<file path="config.mk">
export PLATFORM = sky130hd
export DESIGN_NAME = cache_fill_controller
export DESIGN_NICKNAME = d
export VERILOG_FILES = /design/src/rtl/cache_pkg.sv /design/src/rtl/cache_victim_select.sv /design/src/rtl/cache_fill_controller.sv
export SDC_FILE = /design/constraint.sdc
export NUM_CORES = 1
export LEC_CHECK = 0
export BUFFER_PORTS_ARGS = -buffer_cell sky130_fd_sc_hd__buf_2
export CORE_MARGIN = 2
export CORE_UTILIZATION = 29
export CTS_CLUSTER_SIZE = 8
export DETAILED_ROUTE_END_ITERATION = 8
export SLEW_MARGIN = 20
export SYNTH_ARGS = -nofsm -noshare
export SYNTH_HDL_FRONTEND = slang
export SYNTH_HIERARCHICAL = 1
export SYNTH_SLANG_ARGS = --single-unit
</file>
<file path="constraint.sdc">
create_clock -name i_clk -period 1.7 [get_ports i_clk]
set_clock_uncertainty 0.15 [all_clocks]
set_input_delay 0 -clock i_clk [delete_from_list [all_inputs] [get_ports i_clk]]
set_output_delay 0 -clock i_clk [all_outputs]
set_load 0.02 [all_outputs]
</file>
<file path="src/rtl/cache_pkg.sv">
// Shared definitions for the 2-way, 64-set cache fill controller.
//   - address field widths (tag / set / word) and metadata bit positions
//   - block geometry and memory latency
//   - controller state encoding
//   - helpers: one-hot set decode and metadata packing
package cache_pkg;

  localparam int TAG_W           = 6;
  localparam int SET_W           = 6;
  localparam int WORD_W          = 3;
  localparam int META_W          = 8;
  localparam int META_LRU        = 7;
  localparam int META_VALID      = 6;
  localparam int NUM_SETS        = 64;
  localparam int WORDS_PER_BLOCK = 8;
  // Cycles from an address issue to its return strobe. The controller
  // counts returns instead of timing them, so only the environment uses it.
  localparam int MEM_LATENCY     = 4;

  typedef enum logic [1:0] {
    IDLE = 2'd0,
    FILL = 2'd1,
    META = 2'd2
  } state_e;

  function automatic logic [NUM_SETS-1:0] set_onehot(input logic [SET_W-1:0] set_idx);
    logic [NUM_SETS-1:0] r_sel;
    r_sel          = '0;
    r_sel[set_idx] = 1'b1;
    return r_sel;
  endfunction

  // Freshly written metadata is always valid and most recently used (lru=0).
  function automatic logic [META_W-1:0] pack_meta(input logic [TAG_W-1:0] tag);
    logic [META_W-1:0] r_meta;
    r_meta              = '0;
    r_meta[TAG_W-1:0]   = tag;
    r_meta[META_VALID]  = 1'b1;
    r_meta[META_LRU]    = 1'b0;
    return r_meta;
  endfunction

endpackage

</file>
<file path="src/rtl/cache_victim_select.sv">
// Combinational tag compare and replacement choice for one set.
// Ports:
//   i_meta0, i_meta1 : way 0 / way 1 metadata {lru, valid, tag}
//   i_tag            : tag of the current request
//   o_match          : at least one valid way holds i_tag
//   o_hit_way        : matching way (way 0 wins when both match)
//   o_victim_way     : way to refill on a miss
module cache_victim_select
  import cache_pkg::*;
(
  input  logic [META_W-1:0] i_meta0,
  input  logic [META_W-1:0] i_meta1,
  input  logic [TAG_W-1:0]  i_tag,
  output logic              o_match,
  output logic              o_hit_way,
  output logic              o_victim_way
);

  logic w_valid0;
  logic w_valid1;
  logic w_match0;
  logic w_match1;

  assign w_valid0 = i_meta0[META_VALID];
  assign w_valid1 = i_meta1[META_VALID];
  assign w_match0 = w_valid0 && (i_meta0[TAG_W-1:0] == i_tag);
  assign w_match1 = w_valid1 && (i_meta1[TAG_W-1:0] == i_tag);

  assign o_match   = w_match0 || w_match1;
  assign o_hit_way = !w_match0;

  // Invalid ways are filled first (way 0 before way 1). With both valid the
  // way marked lru=1 goes; a tie on the LRU bits falls back to way 0.
  always_comb begin
    o_victim_way = 1'b0;
    if (!w_valid0) begin
      o_victim_way = 1'b0;
    end else if (!w_valid1) begin
      o_victim_way = 1'b1;
    end else begin
      o_victim_way = i_meta1[META_LRU] && !i_meta0[META_LRU];
    end
  end

endmodule

</file>
<file path="src/rtl/cache_fill_controller.sv">
// Sequencing controller for a 2-way, 64-set cache.
// Hits are resolved in the request cycle; a miss stalls the pipeline while an
// 8-word block streams from pipelined main memory into the victim way, then
// the victim's metadata is written and the held request retries as a hit.
// Ports:
//   i_clk, i_rst        : clock, asynchronous active-high reset
//   i_req_valid/write   : pipeline access request / store flag
//   i_req_addr          : byte address {tag[15:10], set[9:4], offset[3:0]}
//   i_meta_out0/1       : metadata of the enabled set, per way
//   o_set_enable        : one-hot set select for both arrays
//   o_meta_write0/1     : metadata write strobe per way
//   o_meta_din          : metadata to write {lru, valid, tag}
//   o_data_write        : data-array word write strobe
//   o_data_way/word     : data-array way and word index
//   o_data_from_mem     : data write source, 1 = memory, 0 = store data
//   o_mem_en, o_mem_addr: memory read issue and its address
//   i_mem_data_valid    : memory return strobe
//   o_hit, o_stall      : hit indication, pipeline freeze
//   o_state             : current controller state (debug)
//
// Handshake: a request is presented with i_req_valid and held unchanged while
// o_stall is high; it is consumed in the first cycle o_stall is low.
module cache_fill_controller
  import cache_pkg::*;
(
  input  logic                i_clk,
  input  logic                i_rst,
  input  logic                i_req_valid,
  input  logic                i_req_write,
  input  logic [15:0]         i_req_addr,
  input  logic [META_W-1:0]   i_meta_out0,
  input  logic [META_W-1:0]   i_meta_out1,
  output logic [NUM_SETS-1:0] o_set_enable,
  output logic                o_meta_write0,
  output logic                o_meta_write1,
  output logic [META_W-1:0]   o_meta_din,
  output logic                o_data_write,
  output logic                o_data_way,
  output logic [WORD_W-1:0]   o_data_word,
  output logic                o_data_from_mem,
  output logic                o_mem_en,
  output logic [15:0]         o_mem_addr,
  input  logic                i_mem_data_valid,
  output logic                o_hit,
  output logic                o_stall,
  output logic [1:0]          o_state
);

  localparam logic [WORD_W-1:0] LAST_WORD = WORD_W'(WORDS_PER_BLOCK - 1);

  state_e            r_state;
  logic [TAG_W-1:0]  r_tag;
  logic [SET_W-1:0]  r_set;
  logic              r_victim;
  logic [WORD_W-1:0] r_issue_cnt;
  logic              r_issue_done;
  logic [WORD_W-1:0] r_recv_cnt;

  logic [TAG_W-1:0]  w_req_tag;
  logic [SET_W-1:0]  w_req_set;
  logic [WORD_W-1:0] w_req_word;
  logic              w_unused_byte;
  logic              w_match;
  logic              w_hit_way;
  logic              w_victim_way;
  logic              w_miss;
  logic              w_issue;

  assign w_req_tag     = i_req_addr[15:10];
  assign w_req_set     = i_req_addr[9:4];
  assign w_req_word    = i_req_addr[3:1];
  assign w_unused_byte = i_req_addr[0];

  cache_victim_select u_victim_select (
    .i_meta0      (i_meta_out0),
    .i_meta1      (i_meta_out1),
    .i_tag        (w_req_tag),
    .o_match      (w_match),
    .o_hit_way    (w_hit_way),
    .o_victim_way (w_victim_way)
  );

  assign w_miss  = (r_state == IDLE) && i_req_valid && !w_match;
  // Issue runs ahead of the returns; the done flag stops it after 8 addresses
  // because the 3-bit counter wraps back to 0 on the last one.
  assign w_issue = (r_state == FILL) && !r_issue_done;

  assign o_state = r_state;

  // Kept apart from the other decode: the metadata array answers the set
  // select combinationally, so mixing it with the hit logic would form a loop.
  assign o_set_enable = i_rst ? '0 :
                        (r_state == IDLE) ? set_onehot(w_req_set) : set_onehot(r_set);

  always_ff @(posedge i_clk or posedge i_rst) begin
    if (i_rst) begin
      r_state      <= IDLE;
      r_tag        <= '0;
      r_set        <= '0;
      r_victim     <= 1'b0;
      r_issue_cnt  <= '0;
      r_issue_done <= 1'b0;
      r_recv_cnt   <= '0;
    end else begin
      case (r_state)
        IDLE: begin
          if (w_miss) begin
            r_tag        <= w_req_tag;
            r_set        <= w_req_set;
            r_victim     <= w_victim_way;
            r_issue_cnt  <= '0;
            r_issue_done <= 1'b0;
            r_recv_cnt   <= '0;
            r_state      <= FILL;
          end
        end
        FILL: begin
          if (w_issue) begin
            r_issue_cnt <= r_issue_cnt + 1'b1;
            if (r_issue_cnt == LAST_WORD) begin
              r_issue_done <= 1'b1;
            end
          end
          if (i_mem_data_valid) begin
            r_recv_cnt <= r_recv_cnt + 1'b1;
            if (r_recv_cnt == LAST_WORD) begin
              r_state <= META;
            end
          end
        end
        META: begin
          r_state <= IDLE;
        end
        default: begin
          r_state <= IDLE;
        end
      endcase
    end
  end

  always_comb begin
    o_meta_write0   = 1'b0;
    o_meta_write1   = 1'b0;
    o_meta_din      = '0;
    o_data_write    = 1'b0;
    o_data_way      = 1'b0;
    o_data_word     = '0;
    o_data_from_mem = 1'b0;
    o_mem_en        = 1'b0;
    o_mem_addr      = '0;
    o_hit           = 1'b0;
    o_stall         = 1'b0;
    if (!i_rst) begin
      case (r_state)
        IDLE: begin
          if (i_req_valid) begin
            if (w_match) begin
              // The array itself clears this way's LRU bit and sets the other's.
              o_hit         = 1'b1;
              o_data_way    = w_hit_way;
              o_data_word   = w_req_word;
              o_meta_write0 = !w_hit_way;
              o_meta_write1 = w_hit_way;
              o_meta_din    = pack_meta(w_req_tag);
              o_data_write  = i_req_write;
            end else begin
              o_stall = 1'b1;
            end
          end
        end
        FILL: begin
          o_stall  = 1'b1;
          o_mem_en = w_issue;
          if (w_issue) begin
            o_mem_addr = {r_tag, r_set, r_issue_cnt, 1'b0};
          end
          if (i_mem_data_valid) begin
            o_data_write    = 1'b1;
            o_data_from_mem = 1'b1;
            o_data_way      = r_victim;
            o_data_word     = r_recv_cnt;
          end
        end
        META: begin
          o_stall       = 1'b1;
          o_meta_write0 = !r_victim;
          o_meta_write1 = r_victim;
          o_meta_din    = pack_meta(r_tag);
        end
        default: begin
          o_stall = 1'b0;
        end
      endcase
    end
  end

endmodule
</file>
# After elaboration in Yosys (flattened, before gate mapping)
# Index checks and enable logic that the tools add are counted.
[classes]
mul = 0
eq_ne = 11
n_lt_le_gt_ge = 4
shifts = 0
reduce_logical = 22
n_mux = 61
addsub = 2
div = 0
n_bitwise = 0
[op_table]
columns = ["op", "count"]
rows = [
  ["$mux W64", 2],
  ["$mux W16", 3],
  ["$mux W1", 30],
  ["$mux W3", 7],
  ["$mux W7", 3],
  ["$pmux W3 S2", 3],
  ["$lt A6 B7 Y1 const B", 2],
  ["$pmux W7 S2", 1],
  ["$demux W1 S6", 2],
  ["$eq A6 B6 Y1", 2],
  ["$ge A6 B1 Y1 const B", 2],
  ["$pmux W1 S2", 6],
  ["$reduce_and A3 Y1", 3],
  ["$logic_and A1 B1 Y1", 8],
  ["$add A3 B1 Y3 const B", 2],
  ["$eq A3 B3 Y1 const B", 2],
  ["$mux W2", 3],
  ["$ne A2 B2 Y1 const B", 3],
  ["$logic_not A1 Y1", 5],
  ["$ne A2 B1 Y1 const B", 2],
  ["$pmux W2 S2", 1],
  ["$reduce_and A4 Y1", 1],
  ["$eq A2 B1 Y1 const B", 1],
  ["$eq A2 B2 Y1 const B", 1],
  ["5 further kinds", 5],
]
[totals]
register_bits = 22
romBits = 0
elab_cells = 107
latch_bits = 0
ram_bits = 0
mem_count = 0
output_inout_bits = 101
in_bits = 37

# Longest topological paths before layout
# Gate-level depths: netlist (run 1).
[logic_depth]
ltp_word = 7
ltp_mapped = 7
mapped_depth_nobuf = 6

# Cells and area by module
# The synthesis (run 1) kept the hierarchy.
[by_module_without_submodules]
columns = ["mod", "cells_per_inst", "instances", "area_each_um2", "seq_area_each_um2"]
rows = [
  ["cache_fill_controller", 297, 1, 2326.0, 550.5],
  ["cache_victim_select", 20, 1, 153.9, 0.0],
]

# Least setup slack after synthesis (run 1)
# OpenSTA, ideal clock, no wires.
[synth_timing]
kind = "register to output"
from = "register r_state[0] (netlist: o_state[0])"
to = "output o_set_enable[50]"
path_stages_with_launch = 6
t_required_ns = 1.550
path_buffers = 1
slack_ns = -0.476
t_arrival_ns = 2.026
path_cell_list = "dfrtp_1 > inv_1 > ha_1 > clkbuf_1 > or4_1 > o22ai_1"
[synth_between]
elab_chain_len = 3
[synth_lines]
columns = ["item", "line_no", "source"]
rows = [
  ["start, declared", "cache_fill_controller.sv:51", "state_e r_state;"],
  ["start signal, assigned", "cache_fill_controller.sv:97", "r_state <= IDLE;"],
  ["start signal, assigned", "cache_fill_controller.sv:114", "r_state <= FILL;"],
  ["start signal, assigned", "cache_fill_controller.sv:127", "r_state <= META;"],
  ["$logic_not A2 Y1", "cache_fill_controller.sv:93", "(r_state == IDLE) ? set_onehot(w_req_set) : set_onehot(r_set);"],
  ["$mux W64", "cache_fill_controller.sv:93", ""],
  ["$mux W64", "cache_fill_controller.sv:92", "assign o_set_enable = i_rst ? '0 :"],
  ["end, declared", "cache_fill_controller.sv:33", "output logic [NUM_SETS-1:0] o_set_enable,"],
]
# No other way between the ends.

# Final worst setup path (run 1)
[layout_timing]
from = "register r_state[1] (netlist: o_state[1])"
to = "output o_set_enable[36]"
# Same word-level chain as after synthesis.

==> summary.md, run 1 <==
| Metric | Value |
|---|---|
| Arrival time worst endpoint | 2000 ps |
| Critical path cell sequence | inv_2 -> ha_4 -> buf_6 -> buf_6 -> nor2b_4 -> buf_6 -> nand2_8 -> o22ai_4 -> buf_6 |
| Die Y | 96.5 um |
| Vias in the first global route | roughly 3,900 |
| Global-route wire length before repair | 20,500 um |
| Ys async rst share | 1.00 |
| Worst Path Max Fanout | 6 |
| Core Area | ~8300 sq um |
| CTS H-Tree Depth | 1 |
| Setup TNS | -35,910 ps |
| Post-synth design cell area | roughly 2500 sq um |
| Required time worst endpoint | about 1600 ps |
| VDD IR max | 721 uV |
| Fraction of layout cells with a size suffix above 1 | 0.775 |
| Initial antenna violation count | 0 |
| Hold WC Path Type | in2reg |
| Total number of vias | 3,741 |
| Setup CP Type | reg2out |
| Gpl congestion | around 0.84 |
| Syn avg cell area | 7.82 sq um |
| Final period demand of the worst path | ~2100 ps |
| Antenna viol nets, final | 0 |
| Nature of the critical path startpoint | flip-flop |
| Achievable Freq | between 400 and 500 MHz |
| Final period utilization | 1.26 |
| Diodes inserted | 0 |
| Primary FF master, synth | dfrtp_1 |
| Largest net degree at the start of global routing | 15 |
| Failing checks | negative setup slack |
| Fillers | 505 |
| Number of library cell types mapped by synthesis | 46 |
| TritonCTS buffer count | 3 |
| Status | complete, but fails checks |
| Post-synth EDFFs | 0 |
| DR pass1 iterations | 4 |
| Sink Count | 22 |
| GR Util All Layers | 0.283 |
| Max-Cap Viols | 0 |
| Crit-path slowest cell | dfrtp_2 |
| Die Width | 96.5 um |
| Clock tree from TritonCTS | built |
| Post-synthesis sequential area ratio | 0.222 |
| Largest stage delay, worst path | 410 ps |
| RSZ-0062 raised after global routing | true |
| Number of remaining DRC errors | 0 |
| Most common cell on crit path | buf_6 |
| Core Util, Final | 0.762 |
| Post-DP HPWL | 8350 um |
| Total of warnings raised by yosys | 6 |
| Starting Density | 0.300 |
| Crit path capture type | primary output |
| Routed len/inst | about 22 um |
| Layout Area Growth over Synthesis | 154% |
| Final hold violation count | 0 |
| Clk buf depth | 2 |
| Final setup vio count | 116 |
| Pwr Density | 1110 nW/um^2 |
| Row count | 33 |
| Mapped Cells | 317 |
| Die area | just over 9000 sq um |
| Worst-Margin Slew | 1180 ps |
| FF+latch count, synth | 22 |
| IO buf count | 134 |
| Setup ws final | -447 ps |
| Worst-skew pair later-pin latency | 270 ps |
| Clock Tree Root | clkbuf_8 |
| Worst rel slew slack | 0.209 |
| Max-slew violation count | 0 |
| Total congestion overflow | 0 |
| Drt total wl | 14,100 um |
| Total I/O pin count | 138 |
| Leakage dissipation | between 2 and 2.5 nW |
| Post-DR vias/cell | just under 6 |
| Clk slew on worst S/H paths | 90 ps |
| # nets final | around 600 |
| Iter 0 DRT Violations | 114 |
| WHS | 54.5 ps |
path summary, 6_finish.rpt:
kind                                      from          endpoint  slack, ps  cells after the start
worst max register to register      o_state[0]          r_tag[2]       -300                      9
worst min register to register  r_issue_cnt[1]    r_issue_cnt[1]        390                      1
worst max-delay path                o_state[1]  o_set_enable[36]       -450                      9
worst min-delay path            i_meta_out1[6]          r_victim         50                      3
min in group asynchronous                i_rst    r_issue_cnt[2]        450                      4
max in group asynchronous                i_rst        o_state[0]        620                      5
placed cells by master, fill, tap and decap left out, types with 6 or more instances in the layout:
cell type	instances
nand2_2	7
nand3b_1	7
nor2_2	8
buf_2	39
and2_4	16
buf_6	122
nand2_1	8
nand2_8	6
nand3_1	7
buf_4	69
dfrtp_1	18
or3b_2	6
mux2_4	14
xnor2_1	12
nand4_1	7
o22ai_4	53
o22ai_2	7
nand2_4	6
dlygate4sd3_1	11
nand2b_1	7
metal layers:
metal,global-route usage,wire length (um),part of all wire
met3,0.0388,845,0.060
met2,0.531,7460,0.53
met5,0,0,0
met1,0.313,5120,0.36
met4,0.130,713,0.050
power breakdown:
group	leakage, nW	switching (mW)	total [mW]	internal, mW
Clock	0.0357	0.194	0.509	0.315
Combinational	2.10	2.73	5.39	2.66
Sequential	0.270	0.299	1.06	0.757
stage by stage:
stage / cell area, sq um / instances / worst slack [ps] / total power, mW
6_report: 6290 / 647 / -447 / 6.96
5_1_grt: 6290 / 647 / -515 / 7.29
4_1_cts: 6000 / 640 / -434 / 6.44
3_5_place_dp: 4320 / 599 / -204 / 4.42
3_3_place_gp: 4320 / 599 / -125 / 4.35
2_1_floorplan: 3120 / 318 / -152 / 3.13
logic make-up after synthesis:
kind of cell             synth area share
AO/OA/AOI/OAI                       0.235
XOR/XNOR                           0.0424
adder cells (fa/ha/maj)            0.0505
buffers and inverters              0.0545
flip-flops                          0.222
multiplexers                       0.0933
other                             0.00151
AND/OR/NAND/NOR                     0.301
flip-flops by register name (all words and copies together), names as in the netlist:
register and cells:
r_recv_cnt 3, r_tag 6, r_set 6, r_victim 1
r_issue_cnt 3, r_issue_done 1, o_state 2
worst max-delay path: cells and delay by family, from the launching register on:
family	cells	cell delay [ps]
buffers and inverters	5	580
AND/OR/NAND/NOR	2	310
flip-flops	1	410
adder cells (fa/ha/maj)	1	190
AO/OA/AOI/OAI	1	220
synthesized netlist by cell type (2+ instances only):
| cell type | n | area, sq um |
|---|---|---|
| a32o_1 | 2 | 20.0 |
| nor3_1 | 4 | 20.0 |
| nand3b_1 | 7 | 52.6 |
| ha_1 | 10 | 125 |
| nand4_1 | 7 | 43.8 |
| or4_1 | 2 | 15.0 |
| a32oi_1 | 3 | 26.3 |
| nor2b_1 | 7 | 43.8 |
| o22ai_1 | 62 | 388 |
| a21boi_0 | 2 | 15.0 |
| nand2_1 | 27 | 101 |
| or3b_1 | 3 | 26.3 |
| a21oi_1 | 7 | 35.0 |
| clkbuf_1 | 18 | 67.6 |
| nor3b_1 | 5 | 37.5 |
| o32ai_1 | 2 | 17.5 |
| or3_1 | 6 | 37.5 |
| and2_1 | 17 | 106 |
| buf_2 | 4 | 20.0 |
| or3b_2 | 6 | 52.6 |
| inv_1 | 4 | 15.0 |
| xnor2_1 | 12 | 105 |
| a22oi_1 | 6 | 45.0 |
| mux2_2 | 17 | 191 |
| buf_4 | 2 | 15.0 |
| dfrtp_1 | 22 | 551 |
| nor2_1 | 16 | 60.1 |
| mux2i_1 | 4 | 40.0 |
| or4b_1 | 2 | 20.0 |
| nand2b_1 | 8 | 50.1 |
| nand3_1 | 7 | 35.0 |
| clkbuf_2 | 2 | 10.0 |
what timing repair did:
action	CTS	global route
pin swaps	55	24
endpoints found under the setup margin	119	119
hold buffers	10	1
gates cloned	1	1
setup buffers	26	9
gates resized for setup	338	37
hold endpoints to repair	16	1
layout make-up:
class	count	area, sq um	share of cell area
Clock buffer	3	41.3	0.00656
Clock inverter	1	30.0	0.00477
Inverter	5	18.8	0.00298
Multi-Input combinational cell	264	3190	0.507
Sequential cell	22	556	0.0883
Tap cell	105	131	0.0209
Timing Repair Buffer	247	2320	0.369
Power figures use the tool's default switching activity.
==> run 2, diff against run 1 <==
--- a/config.mk
+++ b/config.mk
@@ -10,8 +10,8 @@
 export CORE_UTILIZATION = 29
 export CTS_CLUSTER_SIZE = 8
 export DETAILED_ROUTE_END_ITERATION = 8
+export GPL_ROUTABILITY_DRIVEN = 1
 export SLEW_MARGIN = 20
 export SYNTH_ARGS = -nofsm -noshare
 export SYNTH_HDL_FRONTEND = slang
-export SYNTH_HIERARCHICAL = 1
 export SYNTH_SLANG_ARGS = --single-unit
==> summary.md, run 2 <==
| Metric | Value |
|---|---|
| R2r worst-path depth | 9 |
| Core Util, Final | 0.673 |
| Total number of vias | 3,520 |
| Setup CP Type | reg2out |
| Total congestion overflow | 0 |
| Post-synthesis sequential area ratio | 0.227 |
| Yosys top cell area share | 0.227 |
| Met1 usage | 0.319 |
| Area leader, netlist | dfrtp_1 |
| Reg-to-Reg Start | o_state[1] |
| Hold depth | 2 |
| Crit-path slowest cell | dfrtp_2 |
| Worst R2R End | r_issue_cnt[1] |
| Worst Path Max Fanout | 8 |
| Number of library cell types mapped by synthesis | 44 |
| Design area | 5500 sq um |
| Die area | 9120 sq um |
| Clock tree from TritonCTS | built |
| Achievable Freq | 476 MHz |
| Diodes inserted | 0 |
| Clk buf depth | 2 |
| Mapped Cells | around 330 |
| Synth Area in Compound Gates | 0.282 |
| Nature of the critical path startpoint | flip-flop |
| IO buf count | between 100 and 150 |
| Row count | 33 |
| Most common cell on crit path | buf_4 |
| Post-place instance area | just over 4000 sq um |
| Post-synth EDFFs | 0 |
| Final hold violation count | 0 |
| Routed len/inst | 19.1 um |
| Total power after layout | 5.27 mW |
| Int Power | 2.81 mW |
| Final period demand of the worst path | 2100 ps |
| Clock power frac | 0.073 |
| Post-Synth Simple-Gate Area | 0.272 |
| Largest net degree at the start of global routing | 15 |
| Pwr Density | 958 nW/um^2 |
| Top cells by count, synth | o22ai_1, nand2_1, dfrtp_1 |
| TritonCTS buffer count | 3 |
| Global-route wire length before repair | 17,800 um |
| # nets final | 571 |
| Status | complete, but fails checks |
| VDD IR max | ~500 uV |
| Arrival time worst endpoint | 1950 ps |
| Initial antenna violation count | 0 |
| Post-route insts no fill | between 600 and 700 |
| Grt peak-use layer | met2 |
| Synth Area in XOR/XNOR | 0.0433 |
| Clock Tree Root | clkbuf_8 |
| Crit path capture type | primary output |
| Post-DR vias/cell | 5.59 |
| Slack of the worst reg-to-reg path | -290 ps |
| FF+latch count, synth | 22 |
| Most frequent cells in the layout | buf_6, buf_4, buf_2 |
| Clk slew on worst S/H paths | 90 ps |
| Ys async rst share | 1.00 |
| Required time worst endpoint | roughly 1600 ps |
| Vias in the first global route | ~3,400 |
| Failing checks | negative setup slack |
| Primary FF master, synth | dfrtp_1 |
| Gpl congestion | around 0.86 |
| GR Layer Usage met2 | 0.439 |
| Largest family of logic cells by synthesized area | compound AO/OA/AOI/OAI gates |
| Flop pwr share | 0.187 |
| Starting Density | 0.297 |
| Die Width | roughly 96 um |
| Largest stage delay, worst path | 400 ps |
| NetSw | ~2.5 mW |
| Post-DP HPWL | 8130 um |
| Largest cells by area after synthesis | dfrtp_1, o22ai_1, mux2_2 |
| WHS | roughly 22 ps |
| Met3 usage | 0.0348 |
| Sw frac | 0.467 |
| Die Y | 95.5 um |
| GR Util All Layers | 0.247 |
| Hold EP | r_set[3] |
| Sink Count | 22 |
| Worst rel slew slack | 0.577 |
| Max-slew violation count | 0 |
| Post-synthesis mux area share | 0.0644 |
| Max-Cap Viols | 0 |
| Critical path cell sequence | inv_4 -> ha_4 -> buf_6 -> nor2b_1 -> buf_4 -> buf_4 -> nand2_4 -> o22ai_1 -> buf_4 |
| Top-count cell post-synth | o22ai_1 |
| Total of warnings raised by yosys | 0 |
| CTS H-Tree Depth | 1 |
| Number of remaining DRC errors | 0 |
| Core Area | around 8200 sq um |
| Setup ws final | -401 ps |
| Fraction of layout cells with a size suffix above 1 | 0.684 |
| Final setup vio count | ~120 |
| Worst-skew pair later-pin latency | 260 ps |
| DR pass1 iterations | 4 |
| Post-synth design cell area | 2430 sq um |
| RSZ-0062 raised after global routing | true |
| Worst-Margin Slew | 635 ps |
| Iter 0 DRT Violations | 140 |
| Placed Cells | 599 |
| Leakage dissipation | 2.14 nW |
| Drt total wl | 12,000 um |
| Total I/O pin count | 138 |
| Layout Area Growth over Synthesis | 126% |
| Commonest non-fill, non-tap cell in the layout | buf_6 |
| Final period utilization | 1.24 |
| Biggest regs | r_set x6, r_tag x6 |
| Adder-cell share of the synthesized area | 0.0412 |
| Hold path startpoint | i_req_addr[7] |
| Antenna viol nets, final | 0 |
| Combinational Power Share | 0.741 |
| Hold WC Path Type | in2reg |
| Syn avg cell area | 7.47 sq um |
run 2: changes by cell type after synthesis, sizes merged, moves of 6 or more:
cell	before	now
nand3	7	19
o211ai	0	10
nand2b	8	1
a21oi	7	13
a22oi	6	0
or3b	9	3
and2	17	3
and3	1	16
inv	5	11
run 2: area by class of cell:
cell class	instances	area, sq um
Timing Repair Buffer	223	2000
Fill cell	612	2680
Tap cell	105	131
Sequential cell	22	553
Inverter	11	47.5
Multi-Input combinational cell	265	2720
Clock buffer	4	55.1
run 2: repair_timing:
action | in CTS | in global routing
endpoints found under the setup margin | 118 | 119
endpoints found under the hold margin | 31 | 0
hold buffers | 11 | 0
gates cloned | 1 | 0
pin swaps | 31 | 22
resized for setup | 209 | 86
setup buffers | 12 | 6
run 2: per-layer routing:
layer | routed length, um | vias to the layer above
met5 | 0 | -
met4 | 152 | 0
met3 | 759 | 16
met2 | 6190 | 156
met1 | 4940 | 1690
li1 | - | 1658
run 2: worst max path at each step:
| stage | startpoint | end | slack, ps |
|---|---|---|---|
| 2_1_floorplan | o_state[1] | r_recv_cnt[0] | -230 |
| 3_3_place_gp | o_state[1] | r_recv_cnt[0] | -180 |
| 3_5_place_dp | o_state[1] | r_issue_cnt[0] | -250 |
| 4_1_cts | o_state[1] | o_set_enable[27] | -320 |
| 5_1_grt | o_state[1] | o_set_enable[63] | -470 |
| 6_report | o_state[1] | o_set_enable[41] | -400 |
run 2: through the flow:
stage / setup WS [ps] / setup TNS, ps
floorplan: -231 / -12710
global placement: -183 / -4250
detailed placement: -249 / -6780
CTS: -318 / -24150
global route: -469 / -36840
finish: -401 / -28650
run 2: critical path: cells and delay by family, from the launching register on:
kind            cells  cell delay [ps]
buf+inv             5              650
flops               1              400
simple gates        2              230
compound gates      1              220
fa+ha+maj           1              170
run 2: cells by family after synthesis:
kind of cell,Yosys count
AO/OA/AOI/OAI,105
XOR/XNOR,12
adder cells (fa/ha/maj),8
buffers and inverters,39
flip-flops,22
multiplexers,14
other,1
AND/OR/NAND/NOR,124
run 2: power by group through the flow:
stage	Clock (mW)	Combinational (mW)	Sequential, mW
5_1_grt	0.406	4.13	1.01
3_3_place_gp	0	2.63	0.936
2_1_floorplan	0	1.72	0.917
3_5_place_dp	0	2.67	0.944
6_report	0.383	3.90	0.982
4_1_cts	0.385	3.54	0.960
